===== config.mk =====
export PLATFORM = sky130hd
export DESIGN_NAME = mem_arbiter_flat
export DESIGN_NICKNAME = d
export VERILOG_FILES = /design/src/rtl/mem_arbiter_pkg.sv /design/src/rtl/mem_arbiter_if.sv /design/src/rtl/mem_arbiter_load_align.sv /design/src/rtl/mem_arbiter.sv /design/src/flat_wrapper.sv
export SDC_FILE = /design/constraint.sdc
export NUM_CORES = 1
export LEC_CHECK = 0
export ABC_AREA = 1
export BUFFER_PORTS_ARGS = -buffer_cell sky130_fd_sc_hd__clkbuf_2
export CAP_MARGIN = 20
export CORE_AREA = 2 2 128 130
export DETAILED_ROUTE_END_ITERATION = 6
export DIE_AREA = 0 0 130 132
export PLACE_DENSITY = 0.71
export SLEW_MARGIN = 10
export SYNTH_ARGS = -nofsm -noshare
export SYNTH_HDL_FRONTEND = slang
export SYNTH_HIERARCHICAL = 1
export SYNTH_SLANG_ARGS = --single-unit

===== constraint.sdc =====
create_clock -name CLK -period 2.3 [get_ports CLK]
set_clock_uncertainty 0.15 [all_clocks]
set_input_delay 0.115 -clock CLK [delete_from_list [all_inputs] [get_ports CLK]]
set_output_delay 0.115 -clock CLK [all_outputs]
set_load 0.05 [all_outputs]

===== src/rtl/mem_arbiter_pkg.sv =====
// Shared types for the memory arbiter: FSM/owner encodings, the registered
// bus request and the saturating counter helper.
package mem_arbiter_pkg;

    typedef enum logic [1:0] {
        ST_IDLE = 2'd0,
        ST_REQ  = 2'd1,
        ST_WAIT = 2'd2
    } arb_state_e;

    typedef enum logic [1:0] {
        OWN_NONE  = 2'd0,
        OWN_FETCH = 2'd1,
        OWN_LOAD  = 2'd2,
        OWN_STORE = 2'd3
    } owner_e;

    localparam logic [3:0] STRB_WORD = 4'b1111;

    typedef struct packed {
        logic        we;
        logic [31:0] addr;
        logic [3:0]  strb;
        logic [31:0] wdata;
    } bus_req_t;

    function automatic logic [3:0] sat_inc4(input logic [3:0] v);
        return (v == 4'hF) ? v : v + 4'd1;
    endfunction

endpackage


===== src/rtl/mem_arbiter_if.sv =====
// Fetch, exec load/store, pipeline stall and memory bus signals of the arbiter.
// slave is the arbiter's view; master is the surrounding core and bus.
interface mem_arbiter_if;
    logic        INST_REQ;
    logic [31:0] INST_ADDR;
    logic        INST_FLUSH;
    logic        INST_ACK;
    logic [31:0] INST_RDATA;
    logic        MEM_R_VALID;
    logic [4:0]  MEM_R_RD;
    logic [31:0] MEM_R_ADDR;
    logic [3:0]  MEM_R_STRB;
    logic        MEM_R_SIGNED;
    logic        MEM_W_VALID;
    logic [31:0] MEM_W_ADDR;
    logic [3:0]  MEM_W_STRB;
    logic [31:0] MEM_W_DATA;
    logic        STALL;
    logic        LOAD_VALID;
    logic [4:0]  LOAD_RD;
    logic [31:0] LOAD_DATA;
    logic        BUS_REQ_VALID;
    logic        BUS_REQ_READY;
    logic        BUS_REQ_WE;
    logic [31:0] BUS_REQ_ADDR;
    logic [3:0]  BUS_REQ_STRB;
    logic [31:0] BUS_REQ_WDATA;
    logic        BUS_RESP_VALID;
    logic [31:0] BUS_RESP_RDATA;

    modport slave (
        input  INST_REQ, INST_ADDR, INST_FLUSH,
        input  MEM_R_VALID, MEM_R_RD, MEM_R_ADDR, MEM_R_STRB, MEM_R_SIGNED,
        input  MEM_W_VALID, MEM_W_ADDR, MEM_W_STRB, MEM_W_DATA,
        input  BUS_REQ_READY, BUS_RESP_VALID, BUS_RESP_RDATA,
        output INST_ACK, INST_RDATA, STALL, LOAD_VALID, LOAD_RD, LOAD_DATA,
        output BUS_REQ_VALID, BUS_REQ_WE, BUS_REQ_ADDR, BUS_REQ_STRB, BUS_REQ_WDATA
    );

    modport master (
        output INST_REQ, INST_ADDR, INST_FLUSH,
        output MEM_R_VALID, MEM_R_RD, MEM_R_ADDR, MEM_R_STRB, MEM_R_SIGNED,
        output MEM_W_VALID, MEM_W_ADDR, MEM_W_STRB, MEM_W_DATA,
        output BUS_REQ_READY, BUS_RESP_VALID, BUS_RESP_RDATA,
        input  INST_ACK, INST_RDATA, STALL, LOAD_VALID, LOAD_RD, LOAD_DATA,
        input  BUS_REQ_VALID, BUS_REQ_WE, BUS_REQ_ADDR, BUS_REQ_STRB, BUS_REQ_WDATA
    );
endinterface


===== src/rtl/mem_arbiter_load_align.sv =====
// Combinational load data extraction: lanes selected by strb are moved to
// bit 0 and extended to 32 bits for register writeback.
module load_align (
    input  logic [3:0]  strb,
    input  logic        is_signed,
    input  logic [31:0] rdata,
    output logic [31:0] data
);

    function automatic logic [1:0] low_lane(input logic [3:0] s);
        if (s[0])      return 2'd0;
        else if (s[1]) return 2'd1;
        else if (s[2]) return 2'd2;
        else           return 2'd3;
    endfunction

    function automatic logic [2:0] lane_count(input logic [3:0] s);
        return {2'b00, s[0]} + {2'b00, s[1]} + {2'b00, s[2]} + {2'b00, s[3]};
    endfunction

    logic [31:0] shifted;

    always_comb begin
        shifted = rdata >> {low_lane(strb), 3'b000};
        data    = shifted;
        case (lane_count(strb))
            3'd1:    data = {{24{is_signed & shifted[7]}}, shifted[7:0]};
            3'd2:    data = {{16{is_signed & shifted[15]}}, shifted[15:0]};
            default: data = shifted;
        endcase
    end

endmodule


===== src/rtl/mem_arbiter.sv =====
// Single-outstanding memory bus arbiter between instruction fetch and exec
// loads/stores, with data priority, fetch anti-starvation and pipeline stall.
module mem_arbiter
    import mem_arbiter_pkg::*;
#(
    parameter int unsigned FETCH_STARVE_LIMIT = 4
) (
    input logic           CLK,
    input logic           RST_N,
    mem_arbiter_if.slave  bus
);

    localparam logic [3:0] STARVE_LIMIT = 4'(FETCH_STARVE_LIMIT);

    arb_state_e  state_q, state_d;
    owner_e      owner_q, owner_d;
    bus_req_t    req_q, req_d;
    logic [4:0]  rd_q, rd_d;
    logic        sgn_q, sgn_d;
    logic [3:0]  starve_q, starve_d;
    logic        flushed_q, flushed_d;
    logic        w_done_q, w_done_d;

    logic        resp_now, w_resp_now, r_resp_now, stall;
    logic        inst_ack, grant_fetch, grant_data;
    logic [31:0] aligned;

    assign resp_now   = (state_q == ST_WAIT) && bus.BUS_RESP_VALID;
    assign w_resp_now = resp_now && (owner_q == OWN_STORE);
    assign r_resp_now = resp_now && (owner_q == OWN_LOAD);
    assign inst_ack   = resp_now && (owner_q == OWN_FETCH) && !flushed_q;
    // Stall drops in the response cycle of the last outstanding data access.
    assign stall = (bus.MEM_W_VALID && !(w_done_q || w_resp_now)) ||
                   (bus.MEM_R_VALID && !r_resp_now);

    always_ff @(posedge CLK or negedge RST_N) begin
        if (!RST_N) begin
            state_q   <= ST_IDLE;
            owner_q   <= OWN_NONE;
            req_q     <= '0;
            rd_q      <= '0;
            sgn_q     <= 1'b0;
            starve_q  <= '0;
            flushed_q <= 1'b0;
            w_done_q  <= 1'b0;
        end else begin
            state_q   <= state_d;
            owner_q   <= owner_d;
            req_q     <= req_d;
            rd_q      <= rd_d;
            sgn_q     <= sgn_d;
            starve_q  <= starve_d;
            flushed_q <= flushed_d;
            w_done_q  <= w_done_d;
        end
    end

    always_comb begin
        state_d     = state_q;
        owner_d     = owner_q;
        req_d       = req_q;
        rd_d        = rd_q;
        sgn_d       = sgn_q;
        grant_fetch = 1'b0;
        grant_data  = 1'b0;
        case (state_q)
            ST_IDLE: begin
                if (bus.INST_REQ && (starve_q == STARVE_LIMIT)) begin
                    grant_fetch = 1'b1;
                end else if (bus.MEM_W_VALID && !w_done_q) begin
                    grant_data = 1'b1;
                    owner_d    = OWN_STORE;
                    req_d      = '{1'b1, bus.MEM_W_ADDR, bus.MEM_W_STRB, bus.MEM_W_DATA};
                end else if (bus.MEM_R_VALID) begin
                    grant_data = 1'b1;
                    owner_d    = OWN_LOAD;
                    req_d      = '{1'b0, bus.MEM_R_ADDR, bus.MEM_R_STRB, 32'h0};
                    rd_d       = bus.MEM_R_RD;
                    sgn_d      = bus.MEM_R_SIGNED;
                end else if (bus.INST_REQ) begin
                    grant_fetch = 1'b1;
                end
                if (grant_fetch) begin
                    owner_d = OWN_FETCH;
                    req_d   = '{1'b0, bus.INST_ADDR, STRB_WORD, 32'h0};
                end
                if (grant_fetch || grant_data) state_d = ST_REQ;
            end
            ST_REQ: begin
                if (bus.BUS_REQ_READY) state_d = ST_WAIT;
            end
            ST_WAIT: begin
                if (bus.BUS_RESP_VALID) begin
                    state_d = ST_IDLE;
                    owner_d = OWN_NONE;
                end
            end
            default: state_d = ST_IDLE;
        endcase
    end

    always_comb begin
        starve_d = starve_q;
        if (!bus.INST_REQ || grant_fetch) starve_d = '0;
        else if (grant_data)              starve_d = sat_inc4(starve_q);

        flushed_d = flushed_q;
        if (state_d == ST_IDLE)
            flushed_d = 1'b0;
        else if ((state_q != ST_IDLE) && (owner_q == OWN_FETCH) && bus.INST_FLUSH)
            flushed_d = 1'b1;

        // A completed store is remembered only while exec is still frozen.
        w_done_d = stall ? (w_done_q || w_resp_now) : 1'b0;
    end

    load_align u_align (
        .strb      (req_q.strb),
        .is_signed (sgn_q),
        .rdata     (bus.BUS_RESP_RDATA),
        .data      (aligned)
    );

    always_comb begin
        bus.BUS_REQ_VALID = (state_q == ST_REQ);
        bus.BUS_REQ_WE    = req_q.we;
        bus.BUS_REQ_ADDR  = req_q.addr;
        bus.BUS_REQ_STRB  = req_q.strb;
        bus.BUS_REQ_WDATA = req_q.wdata;
        bus.STALL         = stall;
        bus.INST_ACK      = inst_ack;
        bus.INST_RDATA    = inst_ack ? bus.BUS_RESP_RDATA : 32'h0;
        bus.LOAD_VALID    = r_resp_now;
        bus.LOAD_RD       = r_resp_now ? rd_q : 5'h0;
        bus.LOAD_DATA     = r_resp_now ? aligned : 32'h0;
    end

endmodule


===== src/flat_wrapper.sv =====
// flat-port wrapper written by rule: the top's interface ports become plain ports
module mem_arbiter_flat import mem_arbiter_pkg::*;
#(
    parameter int unsigned FETCH_STARVE_LIMIT = 4
)
  (CLK, RST_N, bus_INST_REQ, bus_INST_ADDR, bus_INST_FLUSH, bus_MEM_R_VALID, bus_MEM_R_RD, bus_MEM_R_ADDR, bus_MEM_R_STRB, bus_MEM_R_SIGNED, bus_MEM_W_VALID, bus_MEM_W_ADDR, bus_MEM_W_STRB, bus_MEM_W_DATA, bus_BUS_REQ_READY, bus_BUS_RESP_VALID, bus_BUS_RESP_RDATA, bus_INST_ACK, bus_INST_RDATA, bus_STALL, bus_LOAD_VALID, bus_LOAD_RD, bus_LOAD_DATA, bus_BUS_REQ_VALID, bus_BUS_REQ_WE, bus_BUS_REQ_ADDR, bus_BUS_REQ_STRB, bus_BUS_REQ_WDATA);
  mem_arbiter_if bus_i ();
  input logic CLK;
  input logic RST_N;
  input wire logic [$bits(bus_i.INST_REQ)-1:0] bus_INST_REQ;
  input wire logic [$bits(bus_i.INST_ADDR)-1:0] bus_INST_ADDR;
  input wire logic [$bits(bus_i.INST_FLUSH)-1:0] bus_INST_FLUSH;
  input wire logic [$bits(bus_i.MEM_R_VALID)-1:0] bus_MEM_R_VALID;
  input wire logic [$bits(bus_i.MEM_R_RD)-1:0] bus_MEM_R_RD;
  input wire logic [$bits(bus_i.MEM_R_ADDR)-1:0] bus_MEM_R_ADDR;
  input wire logic [$bits(bus_i.MEM_R_STRB)-1:0] bus_MEM_R_STRB;
  input wire logic [$bits(bus_i.MEM_R_SIGNED)-1:0] bus_MEM_R_SIGNED;
  input wire logic [$bits(bus_i.MEM_W_VALID)-1:0] bus_MEM_W_VALID;
  input wire logic [$bits(bus_i.MEM_W_ADDR)-1:0] bus_MEM_W_ADDR;
  input wire logic [$bits(bus_i.MEM_W_STRB)-1:0] bus_MEM_W_STRB;
  input wire logic [$bits(bus_i.MEM_W_DATA)-1:0] bus_MEM_W_DATA;
  input wire logic [$bits(bus_i.BUS_REQ_READY)-1:0] bus_BUS_REQ_READY;
  input wire logic [$bits(bus_i.BUS_RESP_VALID)-1:0] bus_BUS_RESP_VALID;
  input wire logic [$bits(bus_i.BUS_RESP_RDATA)-1:0] bus_BUS_RESP_RDATA;
  output wire logic [$bits(bus_i.INST_ACK)-1:0] bus_INST_ACK;
  output wire logic [$bits(bus_i.INST_RDATA)-1:0] bus_INST_RDATA;
  output wire logic [$bits(bus_i.STALL)-1:0] bus_STALL;
  output wire logic [$bits(bus_i.LOAD_VALID)-1:0] bus_LOAD_VALID;
  output wire logic [$bits(bus_i.LOAD_RD)-1:0] bus_LOAD_RD;
  output wire logic [$bits(bus_i.LOAD_DATA)-1:0] bus_LOAD_DATA;
  output wire logic [$bits(bus_i.BUS_REQ_VALID)-1:0] bus_BUS_REQ_VALID;
  output wire logic [$bits(bus_i.BUS_REQ_WE)-1:0] bus_BUS_REQ_WE;
  output wire logic [$bits(bus_i.BUS_REQ_ADDR)-1:0] bus_BUS_REQ_ADDR;
  output wire logic [$bits(bus_i.BUS_REQ_STRB)-1:0] bus_BUS_REQ_STRB;
  output wire logic [$bits(bus_i.BUS_REQ_WDATA)-1:0] bus_BUS_REQ_WDATA;
  assign bus_i.INST_REQ = bus_INST_REQ;
  assign bus_i.INST_ADDR = bus_INST_ADDR;
  assign bus_i.INST_FLUSH = bus_INST_FLUSH;
  assign bus_i.MEM_R_VALID = bus_MEM_R_VALID;
  assign bus_i.MEM_R_RD = bus_MEM_R_RD;
  assign bus_i.MEM_R_ADDR = bus_MEM_R_ADDR;
  assign bus_i.MEM_R_STRB = bus_MEM_R_STRB;
  assign bus_i.MEM_R_SIGNED = bus_MEM_R_SIGNED;
  assign bus_i.MEM_W_VALID = bus_MEM_W_VALID;
  assign bus_i.MEM_W_ADDR = bus_MEM_W_ADDR;
  assign bus_i.MEM_W_STRB = bus_MEM_W_STRB;
  assign bus_i.MEM_W_DATA = bus_MEM_W_DATA;
  assign bus_i.BUS_REQ_READY = bus_BUS_REQ_READY;
  assign bus_i.BUS_RESP_VALID = bus_BUS_RESP_VALID;
  assign bus_i.BUS_RESP_RDATA = bus_BUS_RESP_RDATA;
  assign bus_INST_ACK = bus_i.INST_ACK;
  assign bus_INST_RDATA = bus_i.INST_RDATA;
  assign bus_STALL = bus_i.STALL;
  assign bus_LOAD_VALID = bus_i.LOAD_VALID;
  assign bus_LOAD_RD = bus_i.LOAD_RD;
  assign bus_LOAD_DATA = bus_i.LOAD_DATA;
  assign bus_BUS_REQ_VALID = bus_i.BUS_REQ_VALID;
  assign bus_BUS_REQ_WE = bus_i.BUS_REQ_WE;
  assign bus_BUS_REQ_ADDR = bus_i.BUS_REQ_ADDR;
  assign bus_BUS_REQ_STRB = bus_i.BUS_REQ_STRB;
  assign bus_BUS_REQ_WDATA = bus_i.BUS_REQ_WDATA;
  mem_arbiter #(.FETCH_STARVE_LIMIT(FETCH_STARVE_LIMIT)) u_core (.CLK(CLK), .RST_N(RST_N), .bus(bus_i));
endmodule

* Word-level counts from Yosys, hierarchy flattened
Cells that the tools add are included.
** Word-level totals
- Bits in registers :: 85
- Latch bits :: 0
- Memory bits (writable) :: 0
- ROM bits :: 0
- Bits of input ports :: 182
- Word-level logic and storage cells :: 103
- Memories :: 0
** Operators by class
- $add $sub $neg :: 4
- Multiply operators :: 0
- Divide/modulo/power cells :: 0
- Order comparisons :: 0
- Eq/ne operators :: 14
- Shift-type cells :: 1
- Multiplexer cells :: 38
- Bitwise logic cells :: 4
- Reduce and logical (&&, ||, !) cells :: 31
** Operators by type and width (number)
- 69-bit two-way mux :: 4
- 32-bit two-way mux :: 2
- 32-bit case mux with 2 select lines :: 1
- 32-bit by 5-bit >> shifter with 32-bit output :: 1
- 2-bit two-way mux :: 10
- 1-bit two-way mux :: 15
- 4-bit two-way mux :: 3
- 1-bit logical AND :: 11
- 4-bit AND reduction :: 2
- 2-bit nonzero test :: 4
- 2-bit == test (second input constant) :: 3
- 2-bit case mux with 3 select lines :: 1
- 1-bit zero test :: 5
- 5-bit two-way mux :: 1
- 4-bit by 1-bit adder with 4-bit output (second input constant) :: 1
- 2-bit by 1-bit == test with 1-bit output (second input constant) :: 2
- 4-bit by 3-bit == test with 1-bit output (second input constant) :: 1
- 4-bit == test (second input constant) :: 1
- 2-bit zero test :: 2
- 1-bit logical OR :: 4
- 2-bit inequality test (second input constant) :: 2
- 4-bit by 2-bit inequality test with 1-bit output (second input constant) :: 1
- 2-bit case mux with 2 select lines :: 1
- 2-bit by 1-bit adder with 3-bit output :: 1
- 11 further kinds :: 13

* Logic depth before layout (Yosys ltp)
Gate-level depths: netlist of the first run.
- Word-level depth :: 10
- Mapped depth :: 14
- Gate-level depth less buffers :: 13

* Hierarchy
The synthesis of the first run kept the hierarchy.
** By module, submodules not included
- mem_arbiter :: instances 1, cells an instance 773, area each 4979.8 um^2
- load_align :: instances 1, cells an instance 184, area each 965.9 um^2

* Least setup slack after synthesis of the first run
No wires, ideal clock.
- Kind :: reg-to-output
- From :: register u_core.req_q (netlist bit u_core/bus.BUS_REQ_STRB[0])
- To :: output port bus_LOAD_DATA[29]
- Data arrival time :: 3.182 ns
- Setup slack :: -1.147 ns
- Stages on the path, launching flop included :: 15
- Buffers on the path :: 1
- Cell sequence :: dfrtp_1 -> inv_2 -> fa_1 -> inv_1 -> ha_1 -> ha_1 -> nor2_1 -> nand2_1 -> nand2_1 -> nor2_4 -> buf_4 -> nand3_1 -> nand3_1 -> inv_1 -> nor2_1
** Between the ends
- Longest elaborated chain between the ends :: 6
- Elaborated cells on any way between the ends :: 11
** RTL lines
- from (decl) :: RTL line mem_arbiter.sv:17 : bus_req_t req_q, req_d;
- from (signal assigned) :: RTL line mem_arbiter.sv:49 : req_q <= req_d;
- 1-bit by 1-bit adder with 2-bit output :: RTL line mem_arbiter_load_align.sv:18 : return {2'b00, s[0]} + {2'b00, s[1]} + {2'b00, s[2]} + {2'b00, s[3]};
- 2-bit by 1-bit adder with 3-bit output :: RTL line mem_arbiter_load_align.sv:18
- 3-bit by 1-bit adder with 3-bit output :: RTL line mem_arbiter_load_align.sv:18
- 3-bit by 2-bit == test with 1-bit output or 3-bit by 1-bit == test with 1-bit output (tied branches) :: RTL line mem_arbiter_load_align.sv:26 : case (lane_count(strb))
- 32-bit case mux with 2 select lines (*) :: RTL line mem_arbiter_load_align.sv:26
- via u_core.aligned[29] :: RTL line mem_arbiter.sv:26 : logic [31:0] aligned;
- 32-bit two-way mux (*) :: RTL line mem_arbiter.sv:135 : bus.LOAD_DATA = r_resp_now ? aligned : 32'h0;
- to (decl) :: RTL line flat_wrapper.sv:30 : output wire logic [$bits(bus_i.LOAD_DATA)-1:0] bus_LOAD_DATA;
Mark *: on every way through the listed nets, which the timed path passes. The rest lies on a longest branch.

* Worst setup path in the final report of the first run
- From :: register u_core.req_q (netlist bit u_core/bus.BUS_REQ_STRB[3])
- To :: output port bus_LOAD_DATA[27]
** Between the ends
- Longest elaborated chain between the ends :: 4
- Elaborated cells on any way between the ends :: 5
** RTL lines (RTL line)
- 3-bit by 1-bit adder with 3-bit output (*) :: mem_arbiter_load_align.sv:18
- 3-bit by 2-bit == test with 1-bit output or 3-bit by 1-bit == test with 1-bit output (tied branches) :: mem_arbiter_load_align.sv:26
- 32-bit case mux with 2 select lines (*) :: mem_arbiter_load_align.sv:26
- via u_core.aligned[27] :: mem_arbiter.sv:26
- 32-bit two-way mux (*) :: mem_arbiter.sv:135
Marks and branches as above.

==> flow_metrics.tcl, run 1 <==
set metrics [dict create \
    outcome "finished, violations left" \
    violations "negative setup slack" \
    synthAdderAreaFrac 0.0139 \
    path_clk_slew_ns 0.07 \
    viasPerCell 4.87 \
    worst_slack_ns -0.793 \
    ys_seq_elements 85 \
    synth_compound_gate_area_share 0.0282 \
    multi_input_area_um2 3530 \
    reg2reg_depth 8 \
    wire_per_inst_um 15.0 \
    min_path_cells 7 \
    final_antenna_net_count 0 \
    io_buffers 323 \
    grt.overflow.total 0 \
    power.switching_w 0.00812 \
    p_int_w 0.00627 \
    finalCritPeriodShare 1.34 \
    setup_viol 24 \
    finish.utilization 0.652 \
    slew_violations 0 \
    syn_nets 1145 \
    synthMuxAreaShare 0 \
    drt_iter0_drc 435 \
    tightest_slew_ns 0.745 \
    clockBufferDepth 2 \
    place_inst 1473 \
    synth_ff_type "dfrtp_1" \
    cts-buffers-inserted 9 \
    die_h_um 132 \
    grt_pass1_vias 7362 \
    insertion_delay_ns 0.35 \
    firstDrtPassIters 7 \
    start_kind "flip-flop" \
    drt-total-wl_mm 23.9 \
    arrival_ns 2.83 \
    synth_top_family_by_area "simple AND/OR/NAND/NOR gates" \
    fmax_ghz 0.323 \
    clkSinkCount 85 \
    start_util 0.378 \
    grt_util_all_layers 0.265 \
    placed_area_um2 8580 \
    ff_latch_area_um2 2130 \
    final_common_cell "nand2_1" \
    n_fill_cell 1323 \
    fin_crit_ns 3.09 \
    endpoint_kind "primary output" \
    area_growth_pct 72.4 \
    final_area_um2 10300 \
    drc 0 \
    cp.required_ns 2.04 \
    final_cell_mix "nand2_1, clkbuf_2, nand3_1" \
    antenna_found_initial 3 \
    synth_cell_types 29 \
    timing.final.hold_violations 0 \
    cts_root_buf "clkbuf_16" \
    finalNetCount 1559 \
    clkPwrFrac 0.103 \
    p_comb_frac 0.714 \
    hp-class "in2reg" \
    grt_pass1_wl_mm 36.2 \
    dieArea_um2 17200 \
    fin_cells 1595 \
    dpl.hpwl_mm 15.8 \
    vias 7766 \
    cp_max_fo 6 \
    rsz0062_at_grt "yes" \
    coreArea_um2 15700 \
    synthesis.area_um2 5950 \
    grt_max_degree 57 \
    die_w_um 130 \
    avgSynthCellArea_um2 6.21 \
    gp_congestion 0.930 \
    netlist_instances 957 \
    p_leak_nw 5.87 \
    seq_power_share 0.182 \
    seq_area_frac_synth 0.358 \
    synth_xor_area_frac 0.00295 \
    cts_tree "yes" \
    htreeDepth 3 \
    synth-simple-area-share 0.472 \
    synth_edf_count 0 \
    ios 324 \
    cap_violations 0 \
    layout-drive-gt1-share 0.386 \
    ir_drop_v 0.00138 \
    ys_warn_count 6 \
    swShare 0.564 \
    ys_async_sr_fraction 1.00 \
    rows 46 \
    path_class "reg2out" \
    power.density_nw_per_um2 1400 \
    slew_headroom 0.503 \
]
[layout make-up]
| class | count | share of cell area |
|---|---|---|
| timing repair buffer | 461 | 0.352 |
| multi-input combinational | 710 | 0.344 |
| sequential | 85 | 0.208 |
| inverter | 104 | 0.0399 |
| tap | 216 | 0.0264 |
| clock buffer | 9 | 0.0220 |
| clock inverter | 7 | 0.00744 |
| antenna | 3 | 0.000732 |
[per-stage QoR]
stage	worst slack [ns]	hold slack (ns)	total power (W)	TNS, ns
after CTS	-0.743	0.00347	0.0135	-17.37
after global placement	-0.377	0.0741	0.0114	-7.97
after detailed placement	-0.463	0.0722	0.0115	-9.62
after global routing	-0.898	0.0399	0.0153	-20.13
final	-0.793	0.0103	0.0144	-17.15
after floorplan	-0.501	-0.331	0.00941	-11.65
[power groups by stage]
stage	logic [W]	clock network (W)	registers (W)
finish	0.0103	0.00149	0.00262
global route	0.0110	0.00155	0.00270
CTS	0.00945	0.00149	0.00259
detailed placement	0.00894	0	0.00259
global placement	0.00881	0	0.00258
floorplan	0.00488	0	0.00452
[logic make-up (layout without fill, tap and decap cells)]
family / after synthesis / count (layout)
other: 0 / 3
buffers and inverters: 164 / 581
adder cells (fa/ha/maj): 6 / 6
XOR/XNOR: 2 / 2
AO/OA/AOI/OAI: 30 / 30
flip-flops: 85 / 85
AND/OR/NAND/NOR: 670 / 672
[repair_timing]
| item | in CTS | in global routing |
|---|---|---|
| resized for setup | 41 | 58 |
| buffers inserted | 3 | 12 |
| endpoints found under the setup margin | 32 | 35 |
| gates cloned | 1 | 3 |
| hold buffers | 84 | 0 |
| pin swaps | 5 | 24 |
| hold endpoints to repair | 137 | 0 |
[critical path: stages, from the launching register on]
cell and delay, ns:
dfrtp_2 0.37, inv_2 0.04, fa_1 0.55, inv_2 0.05, ha_4 0.16, ha_4 0.26
nor2_2 0.03, nand2_2 0.09, nand2_2 0.11, nor2_4 0.21, nand3_1 0.15, nand3_1 0.15
inv_2 0.06, nor2_4 0.07, clkbuf_8 0.18
[per-layer routing]
metal / GRT usage / wire length, um / part of all wire
met4: 0.133 / 1020 / 0.043
met1: 0.295 / 8570 / 0.36
met3: 0.0524 / 1900 / 0.079
met5: 0 / 0 / 0
met2: 0.475 / 12400 / 0.52
[final timing paths]
path	endpoint	slack (ns)	from
max	bus_LOAD_DATA[27]	-0.79	u_core/bus.BUS_REQ_STRB[3]
min	u_core/bus.BUS_REQ_ADDR[26]	0.01	bus_MEM_R_ADDR[26]
max reg2reg	u_core/bus.BUS_REQ_WDATA[18]	0.38	u_core/starve_q[0]
min reg2reg	u_core/bus.BUS_REQ_ADDR[30]	0.34	u_core/bus.BUS_REQ_ADDR[30]
max in group asynchronous	u_core/bus.BUS_REQ_STRB[3]	1.13	RST_N
min in group asynchronous	u_core/bus.BUS_REQ_WDATA[14]	0.19	RST_N
[synthesized netlist by cell type (all sizes together) (2+ instances only)]
cell type | count | area, um2
a21oi | 8 | 40.0
buf | 41 | 280
clkbuf | 19 | 71.3
dfrtp | 85 | 2130
ha | 5 | 62.6
inv | 104 | 393
nand2 | 427 | 1660
nand3 | 153 | 776
nand4 | 2 | 18.8
nor2 | 86 | 338
o21a | 7 | 52.6
o21ai | 15 | 75.1
xor2 | 2 | 17.5
[state kept, by name, indices dropped and copies added (netlist names)]
name and count:
u_core/bus.BUS_REQ_ADDR 32, u_core/bus.BUS_REQ_WDATA 32, u_core/rd_q 5, u_core/bus.BUS_REQ_STRB 4
u_core/starve_q 4, u_core/owner_q 2, u_core/state_q 2, u_core/bus.BUS_REQ_WE 1
u_core/flushed_q 1, u_core/sgn_q 1, u_core/w_done_q 1
Power figures use the tool's default switching activity.
==> run 2: changes to the inputs <==
--- a/config.mk
+++ b/config.mk
@@ -11,7 +11,7 @@
 export CORE_AREA = 2 2 128 130
 export DETAILED_ROUTE_END_ITERATION = 6
 export DIE_AREA = 0 0 130 132
-export PLACE_DENSITY = 0.71
+export PLACE_DENSITY = 0.78
 export SLEW_MARGIN = 10
 export SYNTH_ARGS = -nofsm -noshare
 export SYNTH_HDL_FRONTEND = slang
==> flow_metrics.tcl, run 2 (synthesis gave the netlist of run 1 again) <==
set metrics [dict create \
    cts-buffers-inserted 9 \
    grt_pass1_vias 7645 \
    final_cell_mix "nand2_1, clkbuf_2, nand3_1" \
    m1WireLength_mm 8.47 \
    slew_violations 0 \
    dpl.hpwl_mm 16.4 \
    clockBufferDepth 2 \
    tightest_slew_ns 0.666 \
    endpoint_kind "primary output" \
    die_h_um 132 \
    cts_root_buf "clkbuf_16" \
    finalNetCount 1540 \
    grt.overflow.total 0 \
    firstDrtPassIters 6 \
    final_common_cell "nand2_1" \
    arrival_ns 2.84 \
    fmax_ghz 0.322 \
    ios 324 \
    pre_cts_ws_ns -0.384 \
    io_buffers 323 \
    reg2reg_depth 8 \
    r2r-start "u_core/w_done_q" \
    viasPerCell 5.07 \
    drc 0 \
    grt_pass1_wl_mm 37.5 \
    antenna_found_initial 2 \
    insertion_delay_ns 0.33 \
    worst_slack_ns -0.803 \
    start_util 0.378 \
    top_layer "met4" \
    finalCritPeriodShare 1.35 \
    die_w_um 130 \
    gp_congestion 0.871 \
    critPathLaunch "u_core/bus.BUS_REQ_STRB[0]" \
    wire_per_inst_um 15.8 \
    cap_violations 0 \
    setup_viol 24 \
    area_growth_pct 69.0 \
    final_antenna_net_count 0 \
    ir_drop_v 0.00124 \
    place_inst 1469 \
    hp-class "in2reg" \
    endpoint "bus_LOAD_DATA[12]" \
    fin_cells 1576 \
    tns_ns -17.56 \
    power.density_nw_per_um2 1420 \
    vias 7983 \
    path_class "reg2out" \
    dieArea_um2 17200 \
    htreeDepth 3 \
    outcome "finished, violations left" \
    timing.final.hold_violations 0 \
    coreArea_um2 15700 \
    r2r_end "u_core/bus.BUS_REQ_STRB[2]" \
    cp.required_ns 2.04 \
    violations "negative setup slack" \
    wl_met2_mm 12.7 \
    reg2reg_slack_ns 0.30 \
    p_leak_nw 5.79 \
    fin_crit_ns 3.10 \
    drt_iter0_drc 568 \
    wl_met3_mm 2.28 \
    drt-total-wl_mm 24.9 \
    cp_max_fo 7 \
    rows 46 \
    cts_tree "yes" \
    rsz0062_at_grt "yes" \
    start_kind "flip-flop" \
    grt_max_degree 59 \
    clkSinkCount 85 \
    layout-drive-gt1-share 0.375 \
    slew_headroom 0.555 \
    path_clk_slew_ns 0.07 \
    grt_util_all_layers 0.275 \
]
run 2: report_power, final:
group          total (W)  switching [W]  internal [W]  leakage (nW)
clock            0.00152       0.000658      0.000862         0.153
combinational     0.0101        0.00697       0.00312          4.55
sequential       0.00263       0.000456       0.00218          1.08
total             0.0142        0.00808       0.00616          5.79
run 2: area by class of cell:
type                    count  area (um2)
repair buffers            443        3410
inverters                 104         404
multi-input cells         709        3520
clock buffers               9         225
well taps                 216         270
flip-flops and latches     85        2130
fillers                  1254        5660
diodes                      3        7.51
clock inverters             7        81.3
run 2: worst min-delay path by stage:
| stage | startpoint | endpoint | slack (ns) | cells past startpoint |
|---|---|---|---|---|
| after global routing | bus_MEM_R_ADDR[5] | u_core/bus.BUS_REQ_ADDR[5] | 0.05 | 7 |
| after detailed placement | RST_N | u_core/bus.BUS_REQ_WDATA[9] | 0.02 | 1 |
| after global placement | RST_N | u_core/bus.BUS_REQ_WDATA[15] | 0.02 | 1 |
| after CTS | bus_BUS_RESP_VALID | u_core/owner_q[0] | 0.01 | 4 |
| after floorplan | RST_N | u_core/bus.BUS_REQ_ADDR[0] | -0.33 | 0 |
| final | bus_MEM_R_ADDR[6] | u_core/bus.BUS_REQ_ADDR[6] | 0.03 | 7 |
run 2: stage by stage:
step	instance area (um2)	utilization	hold slack (ns)	total power (W)
after floorplan	6250	-	-0.331	0.00941
after global placement	8520	0.542	0.0182	0.0114
after detailed placement	8520	0.542	0.0190	0.0115
after CTS	9870	0.628	0.0110	0.0134
after global routing	10000	0.639	0.0542	0.0151
final	10000	0.640	0.0250	0.0142
run 2: what timing repair did:
item / in CTS / in global routing
hold endpoints to repair: 126 / 0
hold buffers: 84 / 0
setup buffers: 0 / 2
gates resized for setup: 45 / 56
setup endpoints to repair: 32 / 44
pin swaps: 2 / 20
gates cloned: 1 / 2
run 2: routing by layer:
metal	vias up	track usage
met2	577	0.494
met5	-	0
met4	0	0.167
met1	3576	0.296
met3	119	0.0487
li1	3711	-
run 2: worst max-delay path, cell delays in order, from the launching register on:
cell and delay [ns]:
dfrtp_2 0.38, inv_4 0.04, fa_1 0.52, inv_1 0.04, ha_2 0.18, ha_4 0.27, nor2_2 0.03, nand2_2 0.07
buf_6 0.11, clkinvlp_4 0.18, a21oi_1 0.24, nand2_1 0.09, nand2_1 0.08, inv_2 0.04, nor2_4 0.09, buf_12 0.14
